### config.mk
export PLATFORM = sky130hd
export DESIGN_NAME = cdc_handshake_tx
export DESIGN_NICKNAME = d
export VERILOG_FILES = /design/src/rtl/cdc_handshake_tx.sv
export SDC_FILE = /design/constraint.sdc
export NUM_CORES = 1
export LEC_CHECK = 0
export ABC_AREA = 1
export CORE_MARGIN = 10
export CORE_UTILIZATION = 30
export CTS_BUF_LIST = sky130_fd_sc_hd__clkbuf_8 sky130_fd_sc_hd__clkbuf_16
export DETAILED_ROUTE_END_ITERATION = 10
export PLACE_DENSITY = 0.7
export SLEW_MARGIN = 15
export SYNTH_ARGS = -nofsm -noshare
export SYNTH_HDL_FRONTEND = slang
export SYNTH_SLANG_ARGS = --single-unit
export TNS_END_PERCENT = 5
### constraint.sdc
create_clock -name clock -period 1.59 [get_ports clock]
set_input_delay 0.477 -clock clock [delete_from_list [all_inputs] [get_ports clock]]
set_output_delay 0.477 -clock clock [all_outputs]
set_load 0.05 [all_outputs]
### src/rtl/cdc_handshake_tx.sv
// rtl/cdc_handshake_tx.sv - source-side launcher for a 4-phase req/ack clock-domain crossing
//
// Accepts one word from a valid/ready source and holds it on dout. It then raises
// req and waits for the far domain's ack. ack_async is brought in through a
// stages-deep synchronizer. The next word is accepted only after ack has been
// seen to rise and then fall.
//
// Parameters:
//   width      data bus width in bits
//   stages     ack synchronizer depth (2..4)
//
// Ports:
//   clock      in   source-domain clock, rising edge
//   reset      in   synchronous active-high reset
//   din_valid  in   source offers a word
//   din        in   source data [width]
//   din_ready  out  block can accept a word (state is IDLE)
//   dout       out  held data to the far domain [width]
//   req        out  registered request level to the far domain
//   ack_async  in   acknowledge level from the far domain (asynchronous)
//   err        out  sticky protocol-violation flag (only with CDC_HANDSHAKE_TX_ERR_EN)
//
// Optional feature macro: CDC_HANDSHAKE_TX_ERR_EN

module cdc_handshake_tx #(
    parameter int width  = 32,
    parameter int stages = 2
) (
    input  logic             clock,
    input  logic             reset,
    input  logic             din_valid,
    input  logic [width-1:0] din,
    output logic             din_ready,
    output logic [width-1:0] dout,
    output logic             req,
    input  logic             ack_async
`ifdef CDC_HANDSHAKE_TX_ERR_EN
    ,
    output logic             err
`endif
);

    localparam logic [1:0] ST_IDLE   = 2'd0;
    localparam logic [1:0] ST_REQ_HI = 2'd1;
    localparam logic [1:0] ST_REQ_LO = 2'd2;

    logic [1:0]        state_q, state_d;
    logic              req_q, req_d;
    logic [width-1:0]  dout_q, dout_d;
    logic [stages-1:0] sync_q;
    logic              ack_sync;

    // Plain flop chain. Nothing may sit between stages, because each stage
    // gives a metastable sample time to resolve.
    always_ff @(posedge clock) begin
        if (reset) begin
            sync_q <= '0;
        end else begin
            sync_q <= {sync_q[stages-2:0], ack_async};
        end
    end

    assign ack_sync = sync_q[stages-1];

    always_comb begin
        state_d = state_q;
        req_d   = req_q;
        dout_d  = dout_q;
        case (state_q)
            ST_IDLE: begin
                // A spurious or late ack seen here is ignored.
                if (din_valid) begin
                    state_d = ST_REQ_HI;
                    req_d   = 1'b1;
                    dout_d  = din;
                end
            end
            ST_REQ_HI: begin
                if (ack_sync) begin
                    state_d = ST_REQ_LO;
                    req_d   = 1'b0;
                end
            end
            ST_REQ_LO: begin
                // Wait for the far side to drop ack, which completes the 4-phase cycle.
                if (!ack_sync) begin
                    state_d = ST_IDLE;
                end
            end
            default: begin
                state_d = ST_IDLE;
                req_d   = 1'b0;
            end
        endcase
    end

    always_ff @(posedge clock) begin
        if (reset) begin
            state_q <= ST_IDLE;
            req_q   <= 1'b0;
            dout_q  <= '0;
        end else begin
            state_q <= state_d;
            req_q   <= req_d;
            dout_q  <= dout_d;
        end
    end

    // Derived from the state register alone, so there is no path from din_valid.
    assign din_ready = (state_q == ST_IDLE);
    assign req       = req_q;
    assign dout      = dout_q;

`ifdef CDC_HANDSHAKE_TX_ERR_EN
    logic err_q, err_d;

    // Sticky. An ack in IDLE means the far side is out of step with us.
    always_comb begin
        err_d = err_q | ((state_q == ST_IDLE) && ack_sync);
    end

    always_ff @(posedge clock) begin
        if (reset) begin
            err_q <= 1'b0;
        end else begin
            err_q <= err_d;
        end
    end

    assign err = err_q;
`endif

endmodule

-- Word-level counts from Yosys, hierarchy flattened
Cells that the tools add are included.
- equality and inequality tests: 5
- bitwise operators: 1
- multiplexer cells: 7
- reduce and logical (&&, ||, !) cells: 4
- operators by type and width (cell ; number):
    two-way mux 2 bit ; 3
    inequality test 2 bit, second input constant ; 3
    one-hot mux 2 bit (3 select lines) ; 1
    AND reduction 3 bit ; 2
    one-hot mux 1 bit (3 select lines) ; 1
    equality test 2 x 1 -> 1 bit, second input constant ; 1
    equality test 2 bit, second input constant ; 1
    zero test 2 bit ; 1
    two-way mux 1 bit ; 2
    AND reduction 2 bit ; 1
    inverter 1 bit ; 1
- bits of input ports: 36
- output and inout port bits: 34
- word-level logic and storage cells: 21
- register bits after elaboration: 37

-- Logic depth before layout (Yosys ltp)
Gate-level depths: netlist (run 1).
- word-level depth: 3
- depth in mapped cells: 5
- gate-level depth less buffers: 4

-- Worst setup path after synthesis (run 1)
Ideal clock, no wire load.
- kind: register -> output
- from: register state_q[1]
- to: output din_ready
- arrival: 790 ps
- cell stages (with the launch flop): 4
- setup slack: 323 ps
- required time: 1113 ps
- cell sequence: dfxtp_1 -> nor2_2 -> buf_6 -> buf_6
- word-level cells in the longest chain between the ends: 1
- ends and longest elaborated chain (element ; line ; text):
    start, declared ; 47 ; logic [1:0] state_q, state_d;
    start signal, assigned ; 103 ; state_q <= state_d;
    zero test 2 bit ; 110 ; assign din_ready = (state_q == ST_IDLE);
    end, declared ; 33 ; output logic din_ready,
No other way between the ends.

-- Final worst setup path (run 1)
Ends and elaborated chain as after synthesis.

==> results of run 1 <==
[final cells by class]
class                   count  share of cell area, %
repair buffers             74                   39.3
flip-flops and latches     37                   26.8
multi-input cells         140                   22.7
inverters                  36                   4.88
well taps                  70                   3.16
clock buffers               6                   2.98
clock inverters             1                  0.136
[final timing paths]
kind / to / depth (start not counted)
worst max register to register: dout[8] / 5
worst min register to register: sync_q[1] / 2
worst max-delay path: din_ready / 2
worst min-delay path: sync_q[1] / 2
[metrics by stage]
stage | setup WS (ns) | hold WS (ns) | area, µm²
final | 0.0860 | 0.407 | 2770
after global placement | 0.166 | 0.390 | 2680
after global routing | 0.00768 | 0.437 | 2770
after detailed placement | 0.133 | 0.405 | 2680
after floorplan | 0.323 | 0.388 | 1610
after CTS | 0.0674 | 0.414 | 2770
[registers in the layout (all words and copies together), names as in the netlist]
name	flops
dout	32
req	1
state_q	2
sync_q	2
[kinds of logic after synthesis]
group	share of synthesized area [%]
AOI/OAI and AO/OA	10.6
buffers and inverters	15.0
DFF	46.1
and+or+nand+nor	28.3
[placed cells by master (no fill, tap or decap), drive strengths merged]
cell type      count
nor2              35
clkdlybuf4s50     34
a21oi             34
nand3b             1
nor3b              1
nand2             36
clkbuf             6
dfxtp             37
buf               40
nand3             33
inv               37
[power by group]
part	total (mW)	internal (mW)	switching [mW]
clock network	0.633	0.337	0.296
logic	0.913	0.445	0.468
registers	1.09	1.01	0.0830
total	2.64	1.79	0.846
[worst max-delay path: cells and delay by family, from the launching register on]
family,cells,cell delay (ns)
and+or+nand+nor,1,0.23
DFF,1,0.35
buffers and inverters,1,0.17
[synth_stat cells, drive strengths merged]
cell type  number  share of area, %
dfxtp          37                46
nor2           35               8.3
inv            36               8.4
a21oi          34                11
nor3b           1              0.78
clkbuf          1              0.23
nand2          36               8.4
buf            16               6.4
nand3          33                10
nand3b          1              0.47
[per-layer routing]
| metal | routed length, µm | part of all wire [%] | global-route usage (%) |
|---|---|---|---|
| met1 | 1860 | 43 | 10.9 |
| met2 | 2020 | 47 | 16.8 |
| met3 | 412 | 9.6 | 6.16 |
| met4 | 20 | 0.46 | 2.70 |
| met5 | 0 | 0 | 0 |
==> out/metrics.cfg, run 1 <==
[global_route]
track_usage_pct = 10.2
grt_remaining_overflow = 0
antenna_found_initial = 0
grt_pass1_wl_mm = 7.25
grt_max_degree = 66
grt_pass1_vias = 1528

[timing]
period_share_pct = 94.6
fmax_mhz = 665
finalHoldViolCount = 0
rsz0062_at_grt = no
setup_viol = 0
min_period_ns = 1.50
slew_headroom_pct = 80.3
report.final.slew_viol_count = 0
tightest_slew_ns = 0.295
finalClockSkew_ns = 0.00142
tns_ns = 0

[cells_and_area]
final_cells = 364
fin_nets = 330
diodes = 0
final_util_pct = 53.8
layout-drive-gt1-share_pct = 16.3
areaGrowthSynthToFinish_pct = 72.3
ff_latch_area_um2 = 741
multi_input_area_um2 = 629
nFillCells = 506

[die]
die_h_um = 93.2
coreArea_mm2 = 0.00514
fp-row-count = 26
pin_count = 70
die_x_um = 93.2
die-area_mm2 = 0.00868
initial_core_util_pct = 31.3

[logic_synthesis]
synthesis.nets = 266
synth_cell_types = 13
yosys_warnings = 0
synth_cells = 230
synth_area_mm2 = 0.00161
yosys_register_bits = 37
synth_seq_area_share_pct = 46.1
syn_avg_cell_area_um2 = 6.98

[clocking]
cts.repair.resized = 0
postCtsSetupBuffers = 0
cts_num_sinks = 37
cts_hold_buf = 0
path_clk_slew_ns = 0.07
htreeDepth = 2
clockBufferDepth = 2
clock_latency_ns = 0.28
root_buffer = clkbuf_8
cts_inserted_buffers = 5
cts_tree = yes

[worst_hold_path]
min_from = sync_q[0]
min_path_type = register to register

[detailed_routing]
vias_per_cell = 4.29
drtPass1Iterations = 4
vias = 1561
routed_wl_mm = 4.31
drcViolationCount = 0
wl_per_cell_um = 11.8
drtIter0Drc = 52
ant_nets = 0

[power]
irDropWorstVdd_uv = 382
power_density_mw_per_mm2 = 952
total_power_mw = 2.64
power.leakage_nw = 1.29

[job]
cap_violations = 0

[worst_setup_path]
cp.required_ns = 1.11
worst-path-max-fanout = 7
critPathMaxStageDelay_ns = 0.35
r2r_start = state_q[1]
crit_path_end_kind = output port
critPathSlowestCell = dfxtp_1
timing.setup.critical_path_class = register to output port
cp-start-kind = register
crit_start = state_q[1]
r2r_slack_ns = 0.33
arrival_ns = 1.03
worstPathCellList = nor2_4, buf_12

[place]
hpwlAfterDp_mm = 3.28
routabilityCongestion = 0.720
io_buffers = 69
dp.cells = 357

[run_status]
status = finished clean

No activity file was read; power rests on OpenSTA's default activity.
==> run 2: changes to the inputs <==
--- a/config.mk
+++ b/config.mk
@@ -7,10 +7,10 @@
 export LEC_CHECK = 0
 export ABC_AREA = 1
 export CORE_MARGIN = 10
-export CORE_UTILIZATION = 30
+export CORE_UTILIZATION = 45
 export CTS_BUF_LIST = sky130_fd_sc_hd__clkbuf_8 sky130_fd_sc_hd__clkbuf_16
 export DETAILED_ROUTE_END_ITERATION = 10
-export PLACE_DENSITY = 0.7
+export PLACE_DENSITY = 0.95
 export SLEW_MARGIN = 15
 export SYNTH_ARGS = -nofsm -noshare
 export SYNTH_HDL_FRONTEND = slang
==> run 2 against run 1 <==
Compared with the run above: utilization up 27 points; die area down 27%; critical path depth unchanged; power up 0.35%; final cell count down 6.3%; sequential share of layout area up 0.34 points; flip-flop and latch count unchanged; setup slack better by 0.090 ns; clock-buffer cell count unchanged; design area down 1.3%; combinational power up 0.9%; critical path type unchanged; largest cell class unchanged; highest routed layer unchanged.
==> out/metrics.cfg, run 2 (same netlist as run 1, synthesis figures left out) <==
[run_status]
status = finished clean

[clocking]
cts_num_sinks = 37
postCtsSetupBuffers = 0
htreeDepth = 2
cts.repair.resized = 0
clock_latency_ns = 0.28
cts_inserted_buffers = 5
cts_tree = yes
clockBufferDepth = 2
root_buffer = clkbuf_8
path_clk_slew_ns = 0.07
cts_hold_buf = 0

[global_route]
grt_max_degree = 66
grt_pass1_vias = 1541
grt_remaining_overflow = 0
track_usage_pct = 14.2
grt_pass1_wl_mm = 7.29
antenna_found_initial = 0

[worst_setup_path]
timing.setup.critical_path_class = register to output port
r2r_cells = 5
crit_path_end_kind = output port
worst-path-max-fanout = 3
cp.required_ns = 1.11
arrival_ns = 0.94
cp-start-kind = register

[die]
die_h_um = 79.8
coreArea_mm2 = 0.00339
die_x_um = 79.8
die-area_mm2 = 0.00636
fp-row-count = 21
initial_core_util_pct = 47.4
pin_count = 70

[detailed_routing]
vias_per_cell = 4.74
ant_nets = 0
vias = 1616
drtPass1Iterations = 4
drcViolationCount = 0
routed_wl_mm = 4.52
drtIter0Drc = 70
wl_per_cell_um = 13.3

[timing]
min_period_ns = 1.41
rsz0062_at_grt = no
tightest_slew_ns = 0.364
slew_headroom_pct = 75.8
period_share_pct = 89.0
setup_viol = 0
fmax_mhz = 707
report.final.slew_viol_count = 0
finalHoldViolCount = 0
tns_ns = 0
finalClockSkew_ns = 0.00151

[place]
io_buffers = 69
routabilityCongestion = 0.669
hpwlAfterDp_mm = 3.55

[power]
total_power_mw = 2.64
power.leakage_nw = 1.29
irDropWorstVdd_uv = 762
power_density_mw_per_mm2 = 968

[cells_and_area]
nFillCells = 211
areaGrowthSynthToFinish_pct = 70.1
diodes = 0
largest_register_ffs = 32
fin_nets = 331
layout-drive-gt1-share_pct = 16.6
layout.cells.most_common_list = inv_1 (37), dfxtp_1 (37), nand2_1 (36)

[job]
cap_violations = 0

[worst_hold_path]
hold_depth = 2
min_path_type = register to register

## run 2: cell types whose count changed in the layout (fill, tap and decap cells not counted)
cell	previous run	this run
buf_4	3	5
buf_12	36	35
## run 2: worst paths after layout
path | from | to | slack (ns)
max | state_q[1] | din_ready | 0.18
min | sync_q[0] | sync_q[1] | 0.42
max reg2reg | state_q[1] | dout[10] | 0.33
min reg2reg | sync_q[0] | sync_q[1] | 0.42
## run 2: final cells by class
type                            count  area, µm²  area share (%)
Timing Repair Buffer               75       1080            39.7
Clock inverter                      1       3.75           0.137
Inverter                           36        135            4.95
Multi-Input combinational cell    140        629            23.0
Sequential cell                    37        741            27.1
Tap cell                           46       57.6            2.11
Clock buffer                        6       82.6            3.02
## run 2: per-stage QoR
step | std cells | setup WS (ns) | hold WS (ns) | utilization (%) | cell area, µm²
2_1_floorplan | 230 | 0.323 | 0.388 | - | 1610
3_3_place_gp | 334 | 0.149 | 0.390 | 78.1 | 2650
3_5_place_dp | 334 | 0.111 | 0.415 | 78.1 | 2650
4_1_cts | 341 | 0.172 | 0.424 | 80.6 | 2730
5_1_grt | 341 | 0.112 | 0.430 | 80.6 | 2730
6_report | 341 | 0.176 | 0.424 | 80.6 | 2730
## run 2: where the power goes
group          total [mW]  internal, mW  leakage [nW]  switching (mW)
registers            1.09          1.01         0.307          0.0843
clock network       0.633         0.337        0.0485           0.296
logic               0.921         0.444         0.936           0.477
## run 2: routing by layer
layer	routed length [µm]	global-route usage, %	share of wire, %	vias to the layer above
met3	468	7.66	10	5
met5	0	0	0	-
li1	-	-	-	840
met4	21	3.17	0.46	0
met2	2340	26.5	52	62
met1	1690	13.4	37	709
## run 2: critical path: stages, from the launching register on
cell and delay [ns]:
dfxtp_1 0.34, nor2_4 0.16, buf_12 0.15
